$ cat config.mk
export PLATFORM = sky130hd
export DESIGN_NAME = mac_vector_acc
export DESIGN_NICKNAME = d
export VERILOG_FILES = /design/src/rtl/mac_pkg.sv /design/src/rtl/mac_lane.sv /design/src/rtl/mac_vector_acc.sv
export SDC_FILE = /design/constraint.sdc
export NUM_CORES = 1
export LEC_CHECK = 0
export ABC_CLOCK_PERIOD_IN_PS = 7170
export CAP_MARGIN = 20
export CORE_MARGIN = 8
export CORE_UTILIZATION = 60
export CTS_BUF_LIST = sky130_fd_sc_hd__clkbuf_4 sky130_fd_sc_hd__clkbuf_8
export DETAILED_ROUTE_END_ITERATION = 10
export PLACE_DENSITY = 0.82
export SYNTH_ARGS = -nofsm -noshare
export SYNTH_HDL_FRONTEND = slang
export SYNTH_SLANG_ARGS = --single-unit
$ cat constraint.sdc
create_clock -name CLK -period 7.17 [get_ports CLK]
set_clock_uncertainty 0.1 [all_clocks]
set_input_delay 0.717 -clock CLK [delete_from_list [all_inputs] [get_ports CLK]]
set_output_delay 0.717 -clock CLK [all_outputs]
set_load 0.005 [all_outputs]
$ cat src/rtl/mac_pkg.sv
// mac_pkg: shared definitions for the vector MAC accumulator.
// Holds the default lane widths and the frame FSM state encoding.
package mac_pkg;

    localparam int unsigned LEN_WEIGHT_DEF   = 8;
    localparam int unsigned LEN_DATA_IN_DEF  = 8;
    localparam int unsigned LEN_DATA_OUT_DEF = 18;
    localparam int unsigned NUM_LANE_DEF     = 4;
    localparam int unsigned LEN_CNT_DEF      = 8;

    typedef enum logic [1:0] {
        StIdle  = 2'd0,
        StAccum = 2'd1,
        StHold  = 2'd2
    } mac_state_e;

endpackage

$ cat src/rtl/mac_lane.sv
// mac_lane: one multiply-accumulate lane with saturating accumulator.
// Ports:
//   CLK, ASYNC_RST_B   clock, asynchronous active-low reset
//   clr                synchronous abort, zeroes accumulator and flag
//   accept             a sample is taken this cycle
//   load               accepted sample is the first of a frame (restart from product)
//   data_in, weight    signed operands
//   acc_out            live accumulator value
//   sat_flag           saturation seen since the frame started (sticky)
module mac_lane import mac_pkg::*; #(
    parameter int unsigned LEN_WEIGHT   = LEN_WEIGHT_DEF,
    parameter int unsigned LEN_DATA_IN  = LEN_DATA_IN_DEF,
    parameter int unsigned LEN_DATA_OUT = LEN_DATA_OUT_DEF
) (
    input  logic                    CLK,
    input  logic                    ASYNC_RST_B,
    input  logic                    clr,
    input  logic                    accept,
    input  logic                    load,
    input  logic [LEN_DATA_IN-1:0]  data_in,
    input  logic [LEN_WEIGHT-1:0]   weight,
    output logic [LEN_DATA_OUT-1:0] acc_out,
    output logic                    sat_flag
);

    localparam int unsigned LEN_PROD = LEN_DATA_IN + LEN_WEIGHT;
    // One guard bit above the wider of accumulator and product, so the add cannot wrap.
    localparam int unsigned LEN_SUM  =
        ((LEN_DATA_OUT > LEN_PROD) ? LEN_DATA_OUT : LEN_PROD) + 1;

    localparam logic signed [LEN_SUM-1:0] SAT_MAX =
        {{(LEN_SUM - LEN_DATA_OUT + 1){1'b0}}, {(LEN_DATA_OUT - 1){1'b1}}};
    localparam logic signed [LEN_SUM-1:0] SAT_MIN =
        {{(LEN_SUM - LEN_DATA_OUT + 1){1'b1}}, {(LEN_DATA_OUT - 1){1'b0}}};

    logic signed [LEN_PROD-1:0]     data_ext;
    logic signed [LEN_PROD-1:0]     weight_ext;
    logic signed [LEN_PROD-1:0]     prod;
    logic signed [LEN_DATA_OUT-1:0] base;
    logic signed [LEN_SUM-1:0]      sum;
    logic        [LEN_DATA_OUT-1:0] acc_q, acc_d;
    logic                           sat_q, sat_d;

    // Operands widened to the product width; the low bits of the product are exact.
    assign data_ext   = {{LEN_WEIGHT{data_in[LEN_DATA_IN-1]}}, data_in};
    assign weight_ext = {{LEN_DATA_IN{weight[LEN_WEIGHT-1]}}, weight};
    assign prod       = data_ext * weight_ext;

    // First sample of a frame discards the old sum.
    assign base = load ? '0 : acc_q;
    assign sum  = {{(LEN_SUM - LEN_DATA_OUT){base[LEN_DATA_OUT-1]}}, base}
                + {{(LEN_SUM - LEN_PROD){prod[LEN_PROD-1]}}, prod};

    always_comb begin
        acc_d = acc_q;
        sat_d = sat_q;
        if (clr) begin
            acc_d = '0;
            sat_d = 1'b0;
        end else if (accept) begin
            sat_d = load ? 1'b0 : sat_q;
            if (sum > SAT_MAX) begin
                acc_d = {1'b0, {(LEN_DATA_OUT - 1){1'b1}}};
                sat_d = 1'b1;
            end else if (sum < SAT_MIN) begin
                acc_d = {1'b1, {(LEN_DATA_OUT - 1){1'b0}}};
                sat_d = 1'b1;
            end else begin
                acc_d = sum[LEN_DATA_OUT-1:0];
            end
        end
    end

    always_ff @(posedge CLK or negedge ASYNC_RST_B) begin
        if (!ASYNC_RST_B) begin
            acc_q <= '0;
            sat_q <= 1'b0;
        end else begin
            acc_q <= acc_d;
            sat_q <= sat_d;
        end
    end

    assign acc_out  = acc_q;
    assign sat_flag = sat_q;

endmodule

$ cat src/rtl/mac_vector_acc.sv
// mac_vector_acc: NUM_LANE parallel saturating MACs accumulating frames of ACC_LEN samples.
// Ports:
//   CLK, ASYNC_RST_B        clock, asynchronous active-low reset
//   CLR                     synchronous abort of the current frame
//   ACC_LEN                 samples per frame, latched on the first sample (0 acts as 1)
//   IN_VALID/IN_READY       sample handshake for DATA_IN / WEIGHT_INPUT
//   DATA_IN, WEIGHT_INPUT   packed signed lane operands
//   OUT_VALID/OUT_READY     frame result handshake
//   DATA_OUT, SAT_FLAG      packed live accumulators and per-lane saturation flags
module mac_vector_acc import mac_pkg::*; #(
    parameter int unsigned LEN_WEIGHT   = LEN_WEIGHT_DEF,
    parameter int unsigned LEN_DATA_IN  = LEN_DATA_IN_DEF,
    parameter int unsigned LEN_DATA_OUT = LEN_DATA_OUT_DEF,
    parameter int unsigned NUM_LANE     = NUM_LANE_DEF,
    parameter int unsigned LEN_CNT      = LEN_CNT_DEF
) (
    input  logic                             CLK,
    input  logic                             ASYNC_RST_B,
    input  logic                             CLR,
    input  logic [LEN_CNT-1:0]               ACC_LEN,
    input  logic                             IN_VALID,
    output logic                             IN_READY,
    input  logic [NUM_LANE*LEN_DATA_IN-1:0]  DATA_IN,
    input  logic [NUM_LANE*LEN_WEIGHT-1:0]   WEIGHT_INPUT,
    output logic                             OUT_VALID,
    input  logic                             OUT_READY,
    output logic [NUM_LANE*LEN_DATA_OUT-1:0] DATA_OUT,
    output logic [NUM_LANE-1:0]              SAT_FLAG
);

    mac_state_e         state_q, state_d;
    logic [LEN_CNT-1:0] count_q, count_d;
    logic [LEN_CNT-1:0] len_q, len_d;
    logic               accept;
    logic               load;

    assign IN_READY  = (state_q != StHold);
    assign OUT_VALID = (state_q == StHold);
    assign accept    = IN_VALID & IN_READY & ~CLR;
    assign load      = accept & (state_q == StIdle);

    always_comb begin
        state_d = state_q;
        count_d = count_q;
        len_d   = len_q;
        if (CLR) begin
            state_d = StIdle;
            count_d = '0;
        end else begin
            unique case (state_q)
                StIdle: begin
                    if (IN_VALID) begin
                        count_d = LEN_CNT'(1);
                        len_d   = (ACC_LEN == '0) ? LEN_CNT'(1) : ACC_LEN;
                        state_d = (ACC_LEN <= LEN_CNT'(1)) ? StHold : StAccum;
                    end
                end
                StAccum: begin
                    if (IN_VALID) begin
                        count_d = count_q + LEN_CNT'(1);
                        if (count_d == len_q) begin
                            state_d = StHold;
                        end
                    end
                end
                StHold: begin
                    // Leaving HOLD never accepts a sample in the same cycle.
                    if (OUT_READY) begin
                        state_d = StIdle;
                    end
                end
                default: state_d = StIdle;
            endcase
        end
    end

    always_ff @(posedge CLK or negedge ASYNC_RST_B) begin
        if (!ASYNC_RST_B) begin
            state_q <= StIdle;
            count_q <= '0;
            len_q   <= '0;
        end else begin
            state_q <= state_d;
            count_q <= count_d;
            len_q   <= len_d;
        end
    end

    for (genvar i = 0; i < NUM_LANE; i++) begin : g_lane
        mac_lane #(
            .LEN_WEIGHT   (LEN_WEIGHT),
            .LEN_DATA_IN  (LEN_DATA_IN),
            .LEN_DATA_OUT (LEN_DATA_OUT)
        ) u_lane (
            .CLK         (CLK),
            .ASYNC_RST_B (ASYNC_RST_B),
            .clr         (CLR),
            .accept      (accept),
            .load        (load),
            .data_in     (DATA_IN[i*LEN_DATA_IN +: LEN_DATA_IN]),
            .weight      (WEIGHT_INPUT[i*LEN_WEIGHT +: LEN_WEIGHT]),
            .acc_out     (DATA_OUT[i*LEN_DATA_OUT +: LEN_DATA_OUT]),
            .sat_flag    (SAT_FLAG[i])
        );
    end

endmodule

# --- After elaboration in Yosys (flattened, before gate mapping) ---
# Index checks and enable logic that the tools add are counted.
totals:
  ff_bits: 94
  inputBits: 77
  elab_cells: 105
op_classes:
  n_addsub: 5
  multipliers: 4
  magnitude_cmp: 9
  n_eq_ne: 8
  n_mux: 49
  bitwise_logic: 4
  reduce_logical: 15
ops:
  columns: ["operator", "count"]
  rows:
  - ["two-way mux 18 bit", 20]
  - ["adder 18 x 16 -> 19 bit", 4]
  - ["> comparator 19 x 18 -> 1 bit (second input constant)", 4]
  - ["less-than comparator 19 x 18 -> 1 bit (second input constant)", 4]
  - ["multiplier 8 x 8 -> 16 bit", 4]
  - ["two-way mux 8 bit", 4]
  - ["two-way mux 1 bit", 17]
  - ["one-hot mux 8 bit (2 select lines)", 1]
  - ["nonzero test 4 bit", 4]
  - ["two-way mux 2 bit", 6]
  - ["inequality test 3 bit (second input constant)", 3]
  - ["adder 8 x 1 -> 8 bit (second input constant)", 1]
  - ["== test 8 bit", 1]
  - ["<= comparator 8 x 1 -> 1 bit (second input constant)", 1]
  - ["zero test 8 bit", 1]
  - ["AND reduction 2 bit", 4]
  - ["one-hot mux 2 bit (3 select lines)", 1]
  - ["AND reduction 3 bit", 2]
  - ["AND reduction 4 bit", 1]
  - ["AND 1 bit", 3]
  - ["inequality test 3 x 2 -> 1 bit (second input constant)", 1]
  - ["nonzero test 3 bit", 1]
  - ["== test 2 x 1 -> 1 bit (second input constant)", 1]
  - ["== test 2 bit (second input constant)", 1]
  - ["4 further kinds", 4]

# --- Logic depth before layout (Yosys ltp) ---
# Gate-level depths: netlist of run 1.
logic_depth:
  word_depth: 11
  depth_mapped: 26
  depth_no_buf: 23

# --- Cells and area by module ---
# Synthesis of run 1 repeated with hierarchy kept, for this count alone.
unflattened:
  cells_unflattened: 1963
  area_unflattened_um2: 19033.3
by_module_without_submodules:
  columns: ["module", "n_inst", "cells_per_inst", "area_each_um2", "seq_area_each_um2"]
  rows:
  - ["mac_lane (g_lane[0].u_lane ...)", 2, 464, 4465.5, 475.5]
  - ["mac_lane (g_lane[3].u_lane)", 1, 453, 4458.0, 475.5]
  - ["mac_lane (g_lane[2].u_lane)", 1, 457, 4443.0, 475.5]
  - ["mac_vector_acc", 1, 125, 1201.2, 450.4]

# --- Worst setup path before layout of run 1 ---
# No wires, ideal clock.
synth_timing:
  path_kind: "input to register"
  startpoint: "in CLR"
  endpoint: "reg g_lane[1].u_lane.acc_q[3]"
  setup_time_ns: 0.094
  arrival_time_ns: 6.308
  required_time_ns: 6.976
  slack_ns: 0.668
  stages: 23
  n_path_buf: 4
  cell_sequence: "clkbuf_1 > or3_1 > buf_2 > clkbuf_1 > nand2_1 > fa_1 > inv_1 > fa_1 > inv_1 > fa_1 > inv_1 > fa_1 > fa_1 > ha_1 > or3_1 > a21oi_1 > nor2_1 > a31o_2 > a311oi_2 > xnor2_1 > clkbuf_1 > a21oi_1 > a211oi_1"
synth_between:
  elab_chain_len: 10
  word_cells_on_any_way: 12
  cone_classes: "1 x add/sub; 2 x order compare; 5 x mux; 3 x bitwise; 1 x reduce/logical"
synth_lines:
  columns: ["item", "line", "rtl"]
  rows:
  - ["start, declared", "mac_vector_acc.sv:19", "input logic CLR,"]
  - ["NOT 1 bit (no source line)", null, null]
  - ["AND 1 bit", "mac_vector_acc.sv:39", "assign accept = IN_VALID & IN_READY & ~CLR;"]
  - ["AND 1 bit", "mac_vector_acc.sv:40", "assign load = accept & (state_q == StIdle);"]
  - ["two-way mux 18 bit", "mac_lane.sv:50", "assign base = load ? '0 : acc_q;"]
  - ["adder 18 x 16 -> 19 bit", "mac_lane.sv:52", "+ {{(LEN_SUM - LEN_PROD){prod[LEN_PROD-1]}}, prod};"]
  - ["less-than comparator 19 x 18 -> 1 bit", "mac_lane.sv:65", "end else if (sum < SAT_MIN) begin"]
  - ["two-way mux 18 bit", "mac_lane.sv:65", null]
  - ["two-way mux 18 bit", "mac_lane.sv:62", "if (sum > SAT_MAX) begin"]
  - ["two-way mux 18 bit", "mac_lane.sv:60", "end else if (accept) begin"]
  - ["two-way mux 18 bit", "mac_lane.sv:57", "if (clr) begin"]
  - ["end signal, assigned", "mac_lane.sv:76", "acc_q <= '0;"]
  - ["end signal, assigned", "mac_lane.sv:79", "acc_q <= acc_d;"]
  - ["end, declared", "mac_lane.sv:41", "logic [LEN_DATA_OUT-1:0] acc_q, acc_d;"]
# Several ways; a longest one is shown, not always the timed one. The select of a mux whose other input is x is not followed.
# A chain may end at the register's enable or synchronous reset.

# --- Worst setup path in the final report of run 1 ---
layout_timing:
  startpoint: "in IN_VALID"
  endpoint: "reg g_lane[0].u_lane.acc_q[6]"
layout_between:
  elab_chain_len: 10
  word_cells_on_any_way: 12
  cone_classes: "1 x add/sub; 2 x order compare; 5 x mux; 3 x bitwise; 1 x reduce/logical"
layout_lines:
  columns: ["item", "line", "rtl"]
  rows:
  - ["start, declared", "mac_vector_acc.sv:21", "input logic IN_VALID,"]
  - ["AND 1 bit * (2 in a row)", "mac_vector_acc.sv:39", null]
  - ["AND 1 bit", "mac_vector_acc.sv:40", null]
  - ["two-way mux 18 bit", "mac_lane.sv:50", null]
  - ["adder 18 x 16 -> 19 bit", "mac_lane.sv:52", null]
  - ["less-than comparator 19 x 18 -> 1 bit", "mac_lane.sv:65", null]
  - ["two-way mux 18 bit", "mac_lane.sv:65", null]
  - ["two-way mux 18 bit", "mac_lane.sv:62", null]
  - ["two-way mux 18 bit", "mac_lane.sv:60", null]
  - ["two-way mux 18 bit", "mac_lane.sv:57", null]
  - ["end signal, assigned", "mac_lane.sv:76", null]
  - ["end signal, assigned", "mac_lane.sv:79", null]
  - ["end, declared", "mac_lane.sv:41", null]
# Mark *: on every way between the ends. The rest lies on a longest branch, timed or not. The select of a mux whose other input is x is not followed.

==> results of run 1 <==
sequential cells by signal, summed over array words and instances, names as in the netlist:
signal and flops:
state_q 2, count_q 8, g_lane.u_lane.acc_out 72, g_lane.u_lane.sat_flag 4, len_q 8
Yosys cell counts, types with 9 or more instances:
master	n
nor2_1	133
o21a_1	11
a21o_1	16
clkbuf_1	43
nand2_1	143
xor2_1	33
a21oi_1	75
maj3_2	9
nand3_1	12
a211oi_1	51
xnor2_1	49
nand2b_1	17
inv_1	269
maj3_1	9
nor3_1	19
fa_1	336
o21ai_0	69
ha_1	177
dfrtp_1	94
and2_1	208
metrics by stage:
| stage | util [%] | instances | instance area (sq um) | hold WS, ns |
|---|---|---|---|---|
| 6_report | 68.2 | 2442 | 20600 | 0.191 |
| 5_1_grt | 68.2 | 2442 | 20600 | 0.205 |
| 4_1_cts | 68.1 | 2441 | 20600 | 0.171 |
| 3_5_place_dp | 67.4 | 2425 | 20400 | 0.385 |
| 3_3_place_gp | 67.4 | 2425 | 20400 | 0.385 |
| 2_1_floorplan | - | 1893 | 18300 | 0.321 |
path summary, 6_finish.rpt:
path,from,endpoint,slack [ns]
max,IN_VALID,g_lane[0].u_lane.acc_out[6]$_DFFE_PN0P_,0.33
min,ASYNC_RST_B,g_lane[3].u_lane.acc_out[16]$_DFFE_PN0P_,0.19
max reg2reg,state_q[0]$_DFFE_PN0P_,g_lane[0].u_lane.acc_out[6]$_DFFE_PN0P_,0.41
min reg2reg,len_q[0]$_DFFE_PN0P_,len_q[0]$_DFFE_PN0P_,0.41
max in group asynchronous,ASYNC_RST_B,g_lane[3].u_lane.sat_flag$_DFFE_PN0P_,5.61
min in group CLK,len_q[0]$_DFFE_PN0P_,len_q[0]$_DFFE_PN0P_,0.41
layout make-up:
cell class                 instances  area [sq um]  area share (%)
multi-input combinational       1471         14700            71.1
sequential                        94          2350            11.4
timing repair buffer             192          1890            9.17
inverter                         273          1020            4.96
tap                              396           495            2.40
clock buffer                       9           124           0.600
clock inverter                     7          77.6           0.376
kinds of logic (layout without fill, tap and decap cells):
logic type                 count (synthesis)  in the layout  synth area share, %
adders and majority gates                531            531                 50.0
DFF                                       94             94                 12.9
and+or+nand+nor                          564            564                 15.4
AOI/OAI and AO/OA                        287            287                 10.4
muxes                                      5              5                0.301
buffers and inverters                    328            481                 6.91
xor gates and xnor gates                  84             84                 4.11
layout by cell type (no fill, tap or decap), drive strengths merged, types with 5 or more instances in the layout:
cell	Yosys	routed
a211oi	59	59
a21o	16	16
a21oi	77	77
a22oi	5	5
and2	208	208
buf	12	40
clkbuf	43	9
clkdlybuf4s50	0	152
clkinv	4	7
dfrtp	94	94
fa	336	336
ha	177	177
inv	269	272
maj3	18	18
nand2	143	143
nand2b	17	17
nand3	12	12
nor2	133	133
nor2b	9	9
nor3	19	19
o21a	11	11
o21ai	77	77
o21bai	7	7
xnor2	51	51
xor2	33	33
worst register-to-register path, stage by stage (launching register included):
cell	delay, ns
dfrtp_1	0.55
nand2b_1	0.24
or3_2	0.49
buf_12	0.19
and2_1	0.25
fa_1	0.51
fa_1	0.56
inv_1	0.06
fa_1	0.53
inv_1	0.06
fa_1	0.47
ha_1	0.32
ha_1	0.34
and3_1	0.19
a221oi_1	0.35
and2b_1	0.23
a311oi_2	0.25
xnor2_1	0.12
buf_4	0.18
nand2_1	0.08
nand2_1	0.19
a31oi_1	0.26
nor3_1	0.07
per-layer routing:
metal	share of wire, %	wire length [um]	up-vias	GRT usage (%)
met5	0	0	-	0
met4	3.3	1410	0	10.4
met3	4.4	1870	87	3.05
met2	51	21600	381	42.2
met1	42	17900	6986	31.9
li1	-	-	6357	-
==> out/qor.yml, run 1 <==
max_stage_delay_ns: 0.56
clkSlewWorstSetupHoldPaths_ns: 0.11
die-height_um: 191
crit_family: "adder cells"
drc: 0
dp_hpwl_um: 36100
gr-total-overflow: 0
grt_max_degree: 82
synthCells: 1893
coreArea_sq_mm: 0.0303
cp.depth: 23
fin_setup_tns_ns: 0
cp_slowest_cell: "fa_1"
yosys-top-cells-area: "fa_1 (37%), dfrtp_1 (13%), ha_1 (12%)"
grt_pass1_wl_um: 73700
ys_async_sr_fraction_pct: 100
rsz0062_at_grt: "no"
critPathKind: "in -> reg"
fin_crit_sh_pct: 95.4
cts_tree: "built"
track_usage_pct: 24.9
clock_latency_ns: 0.40
maxSlewViolCount: 0
ys_ff_latch: 94
ctsHoldBuffers: 0
worst_slack_ns: 0.331
worst_pin_slew_ns: 0.969
syn_area_sq_mm: 0.0183
synth_top_area_share_pct: 36.8
ys.flop_type: "dfrtp_1"
portBuffers: 154
crit_fanout: 41
period_needed_ns: 6.84
area_delta_synth_final_pct: 12.9
crit_chain: "clkdlybuf4s50_1 > nand2b_1 > or3_2 > buf_12 > and2_1 > fa_1 > fa_1 > inv_1 > fa_1 > inv_1 > fa_1 > ha_1 > ha_1 > and3_1 > a221oi_1 > and2b_1 > a311oi_2 > xnor2_1 > buf_4 > nand2_1 > nand2_1 > a31oi_1 > nor3_1"
setup.worst_path.end_class: "flip-flop"
fill_cells: 2364
finalSetupViolCount: 0
clkSinkCount: 94
vias: 13800
wl_um: 42800
post_route_cells_drive_above_1_share_pct: 4.69
clock_path_buffers: 2
wl_per_cell_um: 17.5
max_freq_ghz: 0.146
ctsResizeCount: 0
start_util_pct: 60.4
avgSynthCellArea_sq_um: 9.66
synth_edf_count: 0
reg2reg_depth: 22
num_rows: 64
htree_levels: 3
yosys.cell_types.count: 71
first_pass_iters: 5
diodes: 0
gp_congestion: 0.889
postCtsSetupBuffers: 0
cts_buffers: 9
drt_iter0_markers: 660
layout.nets: 2631
cp.required_ns: 7.30
die_w_um: 191
cp_data_arrival_time_ns: 6.97
syn_nets: 2483
grt_pass1_vias: 15100
hp-class: "in -> async"
finalHoldViolCount: 0
root_buffer: "clkbuf_8"
routed_via_density: 5.66
yosysTopAreaCell: "fa_1"
io_pins: 155
path_buf_inv: 5
slew_headroom_pct: 35.4
drv_cap: 0
status: "complete, no violations"
worst_setup_path_start_kind: "input port"
yosysWarnings: 0
cpMostUsedCell: "fa_1"
ant_nets: 0
die_area_sq_mm: 0.0363
detailedPlace.worstSlack_ns: 0.00433
antenna_found_initial: 0
synth_seq_area_share_pct: 12.9
Power of run 1 is left out: the tool's default activity adds up to more than one toggle a clock period on the data nets, which glitch-free logic cannot reach.
==> inputs of run 2 (changes only) <==
- SETUP_SLACK_MARGIN: not set -> 0.02
- SYNTH_HIERARCHICAL: not set -> 1
==> run 2 against run 1 <==
Compared with the run above: global-route usage fell by 0.94 points; critical endpoint is now g_lane[3].u_lane/acc_out[7]$_DFFE_PN0P_; fmax rose by 1.5%; cell count rose by 2.9%; synthesized cell count rose by 3.7%; register-to-register slack improved by 0.23 ns; sequential share of layout area fell by 0.34 points; wire length barely moved.
==> out/qor.yml, run 2 <==
cts_tree: "built"
finalSetupViolCount: 0
yosys-top-cells-area: "fa_1 (35%), dfrtp_1 (12%), ha_1 (12%)"
clock_latency_ns: 0.38
area_delta_synth_final_pct: 11.8
grt_pass1_wl_um: 75900
place_area_sq_mm: 0.0211
synth_top_area_share_pct: 35.3
setup.worst_path.end_class: "flip-flop"
stdcell_area_sq_mm: 0.0213
utilization_pct: 67.8
fin_crit_sh_pct: 94.0
critPathKind: "in -> reg"
ys.flop_type: "dfrtp_1"
ant_nets: 0
clkSlewWorstSetupHoldPaths_ns: 0.10
syn_nets: 2553
synth_edf_count: 0
htree_levels: 3
first_pass_iters: 7
fin_setup_tns_ns: 0
num_rows: 65
yosysWarnings: 6
antenna_found_initial: 0
cp_data_arrival_time_ns: 6.92
maxSlewViolCount: 0
drc: 0
io_pins: 155
grt_max_degree: 74
status: "complete, no violations"
wl_um: 42800
final_cell_mix: "inv_1 (353), fa_1 (336), ha_1 (177)"
crit_fanout: 17
vias: 14100
layout.nets: 2697
dp_hpwl_um: 36000
ys_async_sr_fraction_pct: 100
synthTopCellsByCount: "inv_1 (353), fa_1 (336), ha_1 (177)"
wl_per_cell_um: 17.0
synth_seq_area_share_pct: 12.4
cp.required_ns: 7.35
post_route_cells_drive_above_1_share_pct: 7.53
die_area_sq_mm: 0.0377
max_freq_ghz: 0.148
synthCells: 1963
hp-class: "in -> async"
coreArea_sq_mm: 0.0314
clock_path_buffers: 2
worst_setup_path_start_kind: "input port"
track_usage_pct: 23.9
root_buffer: "clkbuf_8"
drt_iter0_markers: 667
grt_pass1_vias: 15700
cts_buffers: 9
gr-total-overflow: 0
slew_headroom_pct: 36.9
ys_ff_latch: 94
final_common_cell: "inv_1"
start_util_pct: 60.6
worst_pin_slew_ns: 0.946
yosys.cell_types.count: 83
drv_cap: 0
avgSynthCellArea_sq_um: 9.70
syn_area_sq_mm: 0.0190
portBuffers: 154
die_w_um: 194
period_needed_ns: 6.74
clkSinkCount: 94
gp_congestion: 0.913
whs_ns: 0.111
finalHoldViolCount: 0
rsz0062_at_grt: "no"
routed_via_density: 5.62
yosysMostFrequentCell: "inv_1"
yosysTopAreaCell: "fa_1"
diodes: 0
die-height_um: 194
largest_reg_flops: 72
[run 2: cell count changes in the layout (fill, tap and decap cells not counted), sizes merged, moves of 24 or more]
cell / before / now
o32ai: 0 / 31
nand2b: 17 / 41
and2: 208 / 138
inv: 272 / 354
a21oi: 77 / 45
a211oi: 59 / 15
[run 2: per-stage QoR]
stage | worst slack (ns) | cells
CTS | 0.316 | 2514
floorplan | 0.657 | 1963
detailed placement | -0.0700 | 2498
global placement | 0.132 | 2498
global route | 0.103 | 2514
finish | 0.431 | 2514
[run 2: logic make-up after synthesis]
family | count (synthesis) | share of synthesized area (%)
compound gates | 261 | 11.6
xor+xnor | 79 | 3.64
fa+ha+maj | 514 | 47.0
buf+inv | 407 | 8.38
flops | 94 | 12.4
mux | 9 | 0.532
simple gates | 599 | 16.4
[run 2: path summary, 6_finish.rpt]
path                                                            end  slack [ns]  depth (start not counted)                   start
min reg2reg                                    len_q[1]$_DFFE_PN0P_        0.44                          1    len_q[1]$_DFFE_PN0P_
max reg2reg                 g_lane[3].u_lane/acc_out[7]$_DFFE_PN0P_        0.64                         21  state_q[0]$_DFFE_PN0P_
min in group CLK                               len_q[1]$_DFFE_PN0P_        0.44                          1    len_q[1]$_DFFE_PN0P_
min                        g_lane[2].u_lane/acc_out[17]$_DFFE_PN0P_        0.11                          1             ASYNC_RST_B
max in group asynchronous     g_lane[3].u_lane/sat_flag$_DFFE_PN0P_        5.62                          2             ASYNC_RST_B
max                         g_lane[3].u_lane/acc_out[7]$_DFFE_PN0P_        0.43                         22                IN_VALID
[run 2: cell type report]
cell class | instances | area, sq um
Inverter | 357 | 1340
Timing Repair Buffer | 183 | 1780
Clock inverter | 6 | 70.1
Fill cell | 2440 | 10100
Sequential cell | 94 | 2350
Multi-Input combinational cell | 1462 | 15100
Clock buffer | 10 | 131
Tap cell | 402 | 503
[run 2: critical path: stages]
cell	delay, ns
clkdlybuf4s50_1	0.47
nor2b_1	0.19
and2_2	0.27
buf_12	0.16
nand2b_1	0.17
fa_1	0.54
inv_1	0.05
fa_1	0.45
ha_1	0.30
inv_1	0.05
fa_1	0.48
inv_1	0.05
ha_1	0.27
ha_1	0.23
fa_1	0.50
a211oi_2	0.31
o211ai_2	0.15
a41oi_4	0.30
nor3_1	0.12
or4_4	0.57
a31o_2	0.35
a311oi_2	0.21
[run 2: repair_timing]
action,in CTS,in global routing
setup buffers,0,0
hold buffers,0,0
resized for setup,0,1
setup endpoints to repair,0,2
[run 2: metal layers]
metal	track usage (%)	up-vias	share of wire (%)
met3	3.59	62	4.6
met2	41.9	334	51
met4	5.40	0	1.7
met1	31.0	7179	43
met5	0	-	0
li1	-	6548	-
Power of run 2 is left out for the same reason.
==> inputs of run 3 (changes only) <==
- SLEW_MARGIN: not set -> 20
==> results of run 3 <==
Same layout as run 2: the final DEF is identical, and so are final timing and power.
Power of run 3 is left out for the same reason.
